[src/rtl/morse_pkg.sv]
// Shared types, code constants, timing multipliers and the Morse character table
// used by the encoder and its lookup ROM.
package morse_pkg;

    typedef enum logic [1:0] {
        ST_IDLE = 2'd0,
        ST_MARK = 2'd1,
        ST_GAP  = 2'd2,
        ST_CGAP = 2'd3
    } state_t;

    localparam logic [5:0] CODE_SPACE     = 6'd63;
    localparam logic [5:0] CODE_MAX_VALID = 6'd35;

    localparam int unsigned DOT_UNITS      = 1;
    localparam int unsigned DASH_UNITS     = 3;
    localparam int unsigned ELEM_GAP_UNITS = 1;
    localparam int unsigned CHAR_GAP_UNITS = 3;
    localparam int unsigned WORD_GAP_UNITS = 7;

    typedef struct packed {
        logic       valid;
        logic [2:0] len;
        logic [4:0] pat;
    } morse_sym_t;

    // Pattern is left-aligned: bit 4 is the first element, 1 = dash.
    function automatic morse_sym_t morse_lookup(input logic [5:0] code);
        logic [7:0] lp;
        case (code)
            6'd0:    lp = {3'd2, 5'b01000};
            6'd1:    lp = {3'd4, 5'b10000};
            6'd2:    lp = {3'd4, 5'b10100};
            6'd3:    lp = {3'd3, 5'b10000};
            6'd4:    lp = {3'd1, 5'b00000};
            6'd5:    lp = {3'd4, 5'b00100};
            6'd6:    lp = {3'd3, 5'b11000};
            6'd7:    lp = {3'd4, 5'b00000};
            6'd8:    lp = {3'd2, 5'b00000};
            6'd9:    lp = {3'd4, 5'b01110};
            6'd10:   lp = {3'd3, 5'b10100};
            6'd11:   lp = {3'd4, 5'b01000};
            6'd12:   lp = {3'd2, 5'b11000};
            6'd13:   lp = {3'd2, 5'b10000};
            6'd14:   lp = {3'd3, 5'b11100};
            6'd15:   lp = {3'd4, 5'b01100};
            6'd16:   lp = {3'd4, 5'b11010};
            6'd17:   lp = {3'd3, 5'b01000};
            6'd18:   lp = {3'd3, 5'b00000};
            6'd19:   lp = {3'd1, 5'b10000};
            6'd20:   lp = {3'd3, 5'b00100};
            6'd21:   lp = {3'd4, 5'b00010};
            6'd22:   lp = {3'd3, 5'b01100};
            6'd23:   lp = {3'd4, 5'b10010};
            6'd24:   lp = {3'd4, 5'b10110};
            6'd25:   lp = {3'd4, 5'b11000};
            6'd26:   lp = {3'd5, 5'b11111};
            6'd27:   lp = {3'd5, 5'b01111};
            6'd28:   lp = {3'd5, 5'b00111};
            6'd29:   lp = {3'd5, 5'b00011};
            6'd30:   lp = {3'd5, 5'b00001};
            6'd31:   lp = {3'd5, 5'b00000};
            6'd32:   lp = {3'd5, 5'b10000};
            6'd33:   lp = {3'd5, 5'b11000};
            6'd34:   lp = {3'd5, 5'b11100};
            6'd35:   lp = {3'd5, 5'b11110};
            default: lp = 8'h00;
        endcase
        return morse_sym_t'({(code <= CODE_MAX_VALID), lp});
    endfunction

endpackage

[src/rtl/morse_rom.sv]
// Combinational code-to-(length, pattern) lookup built on the package table.
module morse_rom
    import morse_pkg::*;
(
    input  logic [5:0] i_code,
    output logic       o_valid,
    output logic [2:0] o_len,
    output logic [4:0] o_pat
);

    morse_sym_t w_sym;

    assign w_sym   = morse_lookup(i_code);
    assign o_valid = w_sym.valid;
    assign o_len   = w_sym.len;
    assign o_pat   = w_sym.pat;

endmodule

[src/rtl/morse_encoder.sv]
// Morse keyer: one character per request, timed in units of UNIT_CYCLES clocks.
// Handshake: a request is taken on any rising edge where in_valid and in_ready are both high.
module morse_encoder
    import morse_pkg::*;
#(
    parameter int unsigned UNIT_CYCLES = 10000
)
(
    input  logic       clk,
    input  logic       rst_n,
    input  logic       in_valid,
    input  logic [5:0] in_code,
    output logic       in_ready,
    input  logic       abort,
    output logic       key_out,
    output logic       busy,
    output logic       done,
    output logic       err,
    output state_t     dbg_state
);

    localparam int unsigned CNT_W = $clog2(WORD_GAP_UNITS * UNIT_CYCLES);

    localparam logic [CNT_W-1:0] LD_DOT  = CNT_W'(DOT_UNITS * UNIT_CYCLES - 1);
    localparam logic [CNT_W-1:0] LD_DASH = CNT_W'(DASH_UNITS * UNIT_CYCLES - 1);
    localparam logic [CNT_W-1:0] LD_ELEM = CNT_W'(ELEM_GAP_UNITS * UNIT_CYCLES - 1);
    localparam logic [CNT_W-1:0] LD_CHAR = CNT_W'(CHAR_GAP_UNITS * UNIT_CYCLES - 1);
    localparam logic [CNT_W-1:0] LD_WORD = CNT_W'(WORD_GAP_UNITS * UNIT_CYCLES - 1);

    state_t             r_state;
    state_t             w_state_next;
    logic [CNT_W-1:0]   r_cnt;
    logic [CNT_W-1:0]   w_cnt_load;
    logic [4:0]         r_pat;
    logic [2:0]         r_left;
    logic               r_key;
    logic               r_done;
    logic               r_err;

    logic               w_rom_valid;
    logic [2:0]         w_rom_len;
    logic [4:0]         w_rom_pat;
    logic               w_accept;
    logic               w_start_char;
    logic               w_start_space;
    logic               w_bad_code;
    logic               w_abort;
    logic               w_expire;
    logic               w_next_dash;
    logic               w_key_next;
    logic               w_done_next;
    logic               w_err_next;

    morse_rom u_rom (
        .i_code  (in_code),
        .o_valid (w_rom_valid),
        .o_len   (w_rom_len),
        .o_pat   (w_rom_pat)
    );

    assign w_accept      = in_valid && (r_state == ST_IDLE);
    assign w_start_char  = w_accept && w_rom_valid;
    assign w_start_space = w_accept && (in_code == CODE_SPACE);
    assign w_bad_code    = w_accept && !w_rom_valid && (in_code != CODE_SPACE);
    assign w_abort       = abort && (r_state != ST_IDLE);
    assign w_expire      = (r_cnt == '0);

    always_ff @(posedge clk or negedge rst_n) begin
        if (!rst_n) begin
            r_state <= ST_IDLE;
            r_cnt   <= '0;
            r_pat   <= '0;
            r_left  <= '0;
            r_key   <= 1'b0;
            r_done  <= 1'b0;
            r_err   <= 1'b0;
        end else begin
            r_state <= w_state_next;
            r_key   <= w_key_next;
            r_done  <= w_done_next;
            r_err   <= w_err_next;
            // Reload on every state change so the count never wraps inside a state.
            if (w_state_next != r_state) begin
                r_cnt <= w_cnt_load;
            end else if (!w_expire) begin
                r_cnt <= r_cnt - CNT_W'(1);
            end
            if (w_start_char) begin
                r_pat  <= w_rom_pat;
                r_left <= w_rom_len;
            end else if (r_state == ST_MARK && w_state_next == ST_GAP) begin
                r_pat  <= {r_pat[3:0], 1'b0};
                r_left <= r_left - 3'd1;
            end
        end
    end

    always_comb begin
        w_state_next = r_state;
        case (r_state)
            ST_IDLE: begin
                if (w_start_char) begin
                    w_state_next = ST_MARK;
                end else if (w_start_space) begin
                    w_state_next = ST_CGAP;
                end
            end
            ST_MARK: begin
                if (w_abort) begin
                    w_state_next = ST_IDLE;
                end else if (w_expire) begin
                    w_state_next = (r_left == 3'd1) ? ST_CGAP : ST_GAP;
                end
            end
            ST_GAP: begin
                if (w_abort) begin
                    w_state_next = ST_IDLE;
                end else if (w_expire) begin
                    w_state_next = ST_MARK;
                end
            end
            ST_CGAP: begin
                if (w_abort || w_expire) begin
                    w_state_next = ST_IDLE;
                end
            end
            default: w_state_next = ST_IDLE;
        endcase
    end

    // The element about to be keyed: straight from the ROM on a fresh request,
    // otherwise the head of the already-shifted pattern.
    assign w_next_dash = (r_state == ST_IDLE) ? w_rom_pat[4] : r_pat[4];

    always_comb begin
        w_cnt_load  = '0;
        w_key_next  = (w_state_next == ST_MARK);
        w_done_next = (r_state == ST_CGAP) && w_expire && !w_abort;
        w_err_next  = w_bad_code;
        case (w_state_next)
            ST_MARK: w_cnt_load = w_next_dash ? LD_DASH : LD_DOT;
            ST_GAP:  w_cnt_load = LD_ELEM;
            ST_CGAP: w_cnt_load = (r_state == ST_IDLE) ? LD_WORD : LD_CHAR;
            default: w_cnt_load = '0;
        endcase
    end

    assign in_ready  = (r_state == ST_IDLE);
    assign busy      = !in_ready;
    assign key_out   = r_key;
    assign done      = r_done;
    assign err       = r_err;
    assign dbg_state = r_state;

endmodule

[config.mk]
export PLATFORM = sky130hd
export DESIGN_NAME = morse_encoder
export DESIGN_NICKNAME = d
export VERILOG_FILES = /design/src/rtl/morse_pkg.sv /design/src/rtl/morse_rom.sv /design/src/rtl/morse_encoder.sv
export SDC_FILE = /design/constraint.sdc
export NUM_CORES = 1
export LEC_CHECK = 0
export BUFFER_PORTS_ARGS = -buffer_cell sky130_fd_sc_hd__buf_4
export CAP_MARGIN = 20
export CORE_ASPECT_RATIO = 1.4
export CORE_MARGIN = 4
export CORE_UTILIZATION = 50
export CTS_BUF_LIST = sky130_fd_sc_hd__clkbuf_4 sky130_fd_sc_hd__clkbuf_8
export DETAILED_ROUTE_END_ITERATION = 16
export HOLD_SLACK_MARGIN = 0.06
export PLACE_DENSITY = 0.74
export REMOVE_ABC_BUFFERS = 1
export SETUP_SLACK_MARGIN = 0.4
export SYNTH_ARGS = -nofsm -noshare
export SYNTH_HDL_FRONTEND = slang
export SYNTH_SLANG_ARGS = --single-unit
[constraint.sdc]
create_clock -name clk -period 2.4 [get_ports clk]
set_input_delay 0 -clock clk [delete_from_list [all_inputs] [get_ports clk]]
set_output_delay 0 -clock clk [all_outputs]
set_load 0.02 [all_outputs]
== After elaboration in Yosys (flattened, before gate mapping) ==
Memories as Yosys holds them, arrays and structs flattened.
Index checks and enable logic that the tools add are counted.

* Register bits after elaboration: 30
* Latch bits: 0
* Bits in writable memories: 0
* ROM bits: 512
* Input port bits: 10
* Output and inout bits: 7
* Word-level logic and storage cells: 58
* Memories: 1

{| class="wikitable"
|+ Memories
! memory !! depth !! bits a word !! read ports !! clocked after memory_dff !! wr ports !! line !! text
|-
| (no name shown) || 64 || 8 || 1 || 0 || 0 || morse_pkg.sv:30 || <nowiki>case (code)</nowiki>
|}

* Add/subtract/negate cells: 2
* $mul: 0
* Divide/modulo/power cells: 0
* Order comparisons: 1
* Equality and inequality tests: 11
* Shifts and indexed selects: 0
* Multiplexer cells: 19
* Bitwise gates (word level): 0
* Reductions and logical operators: 17

{| class="wikitable"
|+ Operators with widths
! cell !! number
|-
| $mux 17 || 3
|-
| $pmux 17 s3 || 1
|-
| $logic_not 17->1 || 1
|-
| $sub 17x1->17 const B || 1
|-
| $mux 15 || 1
|-
| $mux 2 || 7
|-
| $mux 5 || 2
|-
| $logic_and 1x1->1 || 9
|-
| $eq 2x2->1 const B || 4
|-
| $pmux 2 s4 || 1
|-
| $eq 6x6->1 const B || 1
|-
| $le 6x6->1 const B || 1
|-
| $mux 3 || 2
|-
| $ne 6x6->1 const B || 1
|-
| $eq 2x1->1 const B || 2
|-
| $reduce_bool 2->1 || 2
|-
| $eq 3x1->1 const B || 1
|-
| $logic_not 1->1 || 3
|-
| $sub 3x1->3 const B || 1
|-
| $logic_not 2->1 || 1
|-
| $mux 1 || 2
|-
| $ne 2x1->1 const B || 1
|-
| $ne 2x2->1 || 1
|-
| $logic_or 1x1->1 || 1
|}

== Depth between registers and ports, before layout ==
* Depth after elaboration: 10
* Mapped depth: 9
* Mapped depth without buffers: 8

== By module ==
A second synthesis with hierarchy kept.

* Cells, all modules: 261
* Area, all modules: 2,338.5 µm²

{| class="wikitable"
|+ By module, submodules not included
! module !! instances !! cells each !! area an instance (µm²) !! sequential area each (µm²)
|-
| morse_encoder || 1 || 173 || 1,746.7 || 750.7
|-
| morse_rom || 1 || 88 || 591.8 || 0.0
|}

== Least setup slack after synthesis ==
No wires, ideal clock.

* Path kind: register to register
* Start: register r_state[0] (netlist: dbg_state[0])
* End: register r_cnt[0]
* Setup time: 0.140 ns
* Arrival: 1.815 ns
* Data required time: 2.260 ns
* Setup slack: 0.445 ns
* Stages on the path, launching flop included: 8
* Buffers on the path: 1
* Period minus slack after synthesis: 1.955 ns
* Cell sequence: dfrtp_1 > buf_2 > nor2_2 > inv_2 > nand2_1 > o211ai_2 > nor2_1 > a22oi_1

* Word-level cells in the longest chain between the ends: 9
* Elaborated cells on any way between the ends: 25
* Classes of those cells: eq/ne: 8; mux: 10; reduce/logical: 7

{| class="wikitable"
|+ Ends and longest elaborated chain
! element !! line !! text
|-
| from (decl) || morse_encoder.sv:30 || <nowiki>state_t r_state;</nowiki>
|-
| from (signal assigned) || morse_encoder.sv:78 || <nowiki>r_state <= w_state_next;</nowiki>
|-
| $logic_not 2->1 (*) || - ||
|-
| via in_ready || morse_encoder.sv:13 || <nowiki>output logic in_ready,</nowiki>
|-
| $logic_and 1x1->1 || morse_encoder.sv:61 || <nowiki>assign w_accept = in_valid && (r_state == ST_IDLE);</nowiki>
|-
| $logic_and 1x1->1 || morse_encoder.sv:63 || <nowiki>assign w_start_space = w_accept && (in_code == CODE_SPACE);</nowiki>
|-
| $mux 2 || morse_encoder.sv:104 || <nowiki>end else if (w_start_space) begin</nowiki>
|-
| $mux 2 || morse_encoder.sv:102 || <nowiki>if (w_start_char) begin</nowiki>
|-
| $pmux 2 s4 (*) || morse_encoder.sv:100 || <nowiki>case (r_state)</nowiki>
|-
| $eq 2x2->1 or $eq 2x1->1 (tied branches) || morse_encoder.sv:140 || <nowiki>case (w_state_next)</nowiki>
|-
| $pmux 17 s3 || morse_encoder.sv:140 ||
|-
| $mux 17 || morse_encoder.sv:83 || <nowiki>if (w_state_next != r_state) begin</nowiki>
|-
| to (signal assigned) || morse_encoder.sv:84 || <nowiki>r_cnt <= w_cnt_load;</nowiki>
|-
| to (signal assigned) || morse_encoder.sv:86 || <nowiki>r_cnt <= r_cnt - CNT_W'(1);</nowiki>
|-
| to (decl) || morse_encoder.sv:32 || <nowiki>logic [CNT_W-1:0] r_cnt;</nowiki>
|}

Mark *: on every way through the listed nets, which the timed path passes. The rest lies on a longest branch.
A chain may end at the register's enable or synchronous reset.

== Worst setup path in the final report ==
* Start: register r_cnt[1]
* End: register r_cnt[13]

* Word-level cells in the longest chain between the ends: 7
* Elaborated cells on any way between the ends: 17
* Classes of those cells: add/sub: 1; eq/ne: 5; mux: 9; reduce/logical: 2

{| class="wikitable"
|+ Ends and longest elaborated chain
! element !! line !! text
|-
| $logic_not 17->1 || morse_encoder.sv:66 || <nowiki>assign w_expire = (r_cnt == '0);</nowiki>
|-
| $mux 2 (tied with other cells) || morse_encoder.sv:118 || <nowiki>end else if (w_expire) begin</nowiki>
|-
| $mux 2 (on tied branches) || morse_encoder.sv:116, morse_encoder.sv:109, morse_encoder.sv:123 ||
|-
| $pmux 2 s4 || morse_encoder.sv:100 ||
|-
| $eq 2x2->1 or $eq 2x1->1 (tied branches) || morse_encoder.sv:140 ||
|-
| $pmux 17 s3 || morse_encoder.sv:140 ||
|-
| $mux 17 || morse_encoder.sv:83 ||
|}

Several ways; a longest one is shown, not always the timed one. The select of a mux whose other input is x is not followed.

==> run metrics <==
Die Ht 89.4 um; category of the worst setup path launch point flop; number of clock sinks seen by CTS 30; FF-to-FF End r_cnt[13]; leakage power figure 0.00127 uW; Cell Rows 29; Cell Count Post-Placement 340; synthesis-to-finish area growth 23.8%; Max-Cap Viols 0; async set or reset register ratio after synthesis 1.00; vias per cell about 6.0; sequential share of the synthesized area 0.317; setup violators final 0; highest ir drop seen on vdd 321 uV; horizontal die dimension 66.1 um; endpoint required time on the critical path around 2.6 ns; Final Max Slew Viols 0; worst setup skew after layout 0.00594 ns; Switching Share 0.415; origin of the critical flop-to-flop path r_cnt[1]; number of nets in the layout about 320; CTS tree done; cell at the root of the clock tree sky130_fd_sc_hd__clkbuf_8; clock network fraction of total power 0.150; total routing usage reported by global routing 0.221; number of buffers inserted by port buffering 16; Initial Util 0.518; maximum buffer depth of the clock tree 2; area occupied by registers roughly 750 um2; leading register cell type out of synthesis sky130_fd_sc_hd__dfrtp_1; Final Hold Violating Endpoints 0; run status completed; Synth Cell Area about 2400 um2; first-pass GRT wire length 10100 um; final weighted congestion of routability-driven global placement 0.851; number of flops mapped to enable cells by yosys 0; Period minus WS final 2.07 ns; unrepaired setup endpoints after global routing yes; Max H-tree Level 2; number of antenna violations at the first check in global routing 0; antenna diode instance count 0; setup TNS 0 ns; internal power 1560 uW; CP peak stage delay 0.57 ns; final cell utilization of the core 0.641; post-route ant nets 0; cell-by-cell trace of the critical path buf_6, or4_4, or3_4, nor3_4, xnor2_1, nor2_1, o21a_1; critical path startpoint r_cnt[1]; period utilization 0.861; residual overflow from global routing 0; number of DRC violations after detailed-routing iteration 0 between 100 and 150; count of unresolved DRC violations after routing 0; final wirelength 6220 um; insertion delay of the later-clocked pin in the worst-skew pair ~0.28 ns; Worst R2R Path Depth 7; clock-pin transition on the worst setup and hold timing paths 0.06 ns; combinational share of power 0.511; DR WL/cell 17.1 um; Seq pwr share 0.340; fraction of layout instances using a drive strength above 1 0.288; Worst Setup Path Type reg2reg; data arrival time of the critical path 2.23 ns; combined area of the multi-input logic cells 1640 um2; Max-slew headroom 0.670; count of cell types in the netlist 70; hold-critical path depth 3; Worst Hold Path EP err; final hold slack 0.0691 ns; warning count from the yosys run 0; class of the tightest hold or removal check in2reg; Vias 2179; Pwr per Cell Area approximately 910 nW/um2; element type at the critical path end flop; Cells after Synth 266; largest driver fanout on the critical path 4; overall die area between 5000 and 6000 um2; maximum clock frequency 0.484 GHz; Core Area 4570 um2; average cell area after synthesis 8.89 um2; layout filler cell count 374; TritonCTS buffer count 5; vias in the first global route 2245; I/O pin count 17; first-pass iteration count of the detailed router 4; flop-to-flop setup slack 0.33 ns; transition at the pin with the smallest max-transition slack ~0.5 ns; maximum number of pins on one net before global-route repair 31; Cell Count, Final, Fillers Out roughly 360; Slowest-stage cell, CP sky130_fd_sc_hd__or4_4; half-perimeter wire length after detailed placement 4190 um; Hold Path Origin in_valid; FF+latch count, synth 30; Sw Pwr about 1100 uW
==> worst max-delay path: cells and delay by family (launching register included) <==
family / cells / cell delay (ns)
compound gates: 1 / 0.16
xor+xnor: 1 / 0.13
buf+inv: 1 / 0.12
flops: 1 / 0.40
simple gates: 4 / 1.14
==> power groups by stage <==
| stage | Sequential, uW | Combinational, uW | Clock, uW |
|---|---|---|---|
| 2_1_floorplan | 868 | 763 | 0 |
| 4_1_cts | 896 | 1170 | 406 |
| 3_3_place_gp | 881 | 1050 | 0 |
| 5_1_grt | 925 | 1490 | 426 |
| 3_5_place_dp | 888 | 1060 | 0 |
| 6_report | 906 | 1360 | 399 |
==> synthesized netlist by cell type, types with 4 or more instances <==
library cell,n,area share
sky130_fd_sc_hd__o21ai_1,8,0.017
sky130_fd_sc_hd__nor3_1,8,0.017
sky130_fd_sc_hd__nand2_1,22,0.035
sky130_fd_sc_hd__o21ai_0,10,0.021
sky130_fd_sc_hd__o31ai_1,4,0.013
sky130_fd_sc_hd__o21a_1,6,0.019
sky130_fd_sc_hd__xor2_1,9,0.033
sky130_fd_sc_hd__buf_2,6,0.013
sky130_fd_sc_hd__nand3_1,6,0.013
sky130_fd_sc_hd__nand2b_1,8,0.021
sky130_fd_sc_hd__clkbuf_1,4,0.0063
sky130_fd_sc_hd__a21o_1,4,0.013
sky130_fd_sc_hd__dfrtp_1,30,0.32
sky130_fd_sc_hd__nor2_1,27,0.043
sky130_fd_sc_hd__ha_1,9,0.048
sky130_fd_sc_hd__a21oi_1,11,0.023
sky130_fd_sc_hd__inv_1,11,0.017
sky130_fd_sc_hd__xnor2_1,5,0.019
==> logic make-up after synthesis <==
kind of cell / after synthesis / synth area share
AOI/OAI and AO/OA: 76 / 0.233
xor gates and xnor gates: 14 / 0.0518
adders and majority gates: 9 / 0.0476
buffers and inverters: 25 / 0.0492
DFF: 30 / 0.317
muxes: 5 / 0.0323
and+or+nand+nor: 107 / 0.269
==> state kept, by name, indices dropped and copies added, names as in the netlist <==
signal     cells
err            1
dbg_state      2
key_out        1
r_cnt         17
r_pat          5
r_left         3
done           1
==> timing repair <==
item | CTS | global route
resized for setup | 8 | 26
buffers inserted | 7 | 6
endpoints found under the setup margin | 17 | 22
hold buffers | 3 | 0
gates cloned | 1 | 0
endpoints found under the hold margin | 32 | 0
pin swaps | 4 | 15
==> metrics by stage <==
stage                     instance area (um2)  setup slack (ns)  power, uW
after CTS                                2770             0.412       2470
after global placement                   2560             0.320       1930
after floorplan                          2290            0.0814       1630
after global routing                     2930             0.248       2840
after detailed placement                 2560             0.305       1950
final                                    2930             0.334       2670
==> cell type report <==
| type | count | share of cell area |
|---|---|---|
| multi-input cells | 212 | 0.560 |
| flip-flops and latches | 30 | 0.257 |
| well taps | 62 | 0.0265 |
| clock buffers | 7 | 0.0286 |
| inverters | 12 | 0.0154 |
| repair buffers | 41 | 0.113 |
==> layout by cell type, fill, tap and decap left out, types with 3 or more instances in the layout <==
master / count
sky130_fd_sc_hd__nor2_1: 26
sky130_fd_sc_hd__o22ai_1: 3
sky130_fd_sc_hd__clkbuf_8: 5
sky130_fd_sc_hd__nand3_1: 6
sky130_fd_sc_hd__a21o_1: 4
sky130_fd_sc_hd__ha_1: 8
sky130_fd_sc_hd__nand3b_1: 3
sky130_fd_sc_hd__nand4_1: 3
sky130_fd_sc_hd__dfrtp_1: 29
sky130_fd_sc_hd__inv_2: 3
sky130_fd_sc_hd__buf_4: 34
sky130_fd_sc_hd__inv_1: 9
sky130_fd_sc_hd__xor2_1: 9
sky130_fd_sc_hd__a21oi_1: 7
sky130_fd_sc_hd__o31ai_1: 4
sky130_fd_sc_hd__nand2b_1: 8
sky130_fd_sc_hd__xnor2_1: 5
sky130_fd_sc_hd__buf_6: 4
sky130_fd_sc_hd__nor2_4: 4
sky130_fd_sc_hd__nor4_4: 3
sky130_fd_sc_hd__nand2_1: 22
sky130_fd_sc_hd__o21ai_1: 7
sky130_fd_sc_hd__and3_1: 3
sky130_fd_sc_hd__dlygate4sd3_1: 3
sky130_fd_sc_hd__o21ai_0: 9
sky130_fd_sc_hd__o21a_1: 6
sky130_fd_sc_hd__nor3_1: 7
sky130_fd_sc_hd__nor2b_1: 3
sky130_fd_sc_hd__a21oi_2: 4
==> worst max path at each step <==
stage                endpoint  depth (start not counted)  slack [ns]
floorplan            r_cnt[9]                          8        0.08
global placement    r_cnt[14]                          7        0.32
detailed placement  r_cnt[14]                          7        0.31
CTS                 r_left[2]                          7        0.41
global route        r_left[0]                          9        0.25
finish              r_cnt[13]                          7        0.33
==> metal layers <==
layer	GRT usage	vias up	part of all wire
met5	0	-	0
met4	0.131	0	0.042
met3	0.0277	19	0.023
met2	0.423	52	0.56
met1	0.223	1066	0.38
li1	-	1042	-
No activity file was read; power rests on OpenSTA's default activity.
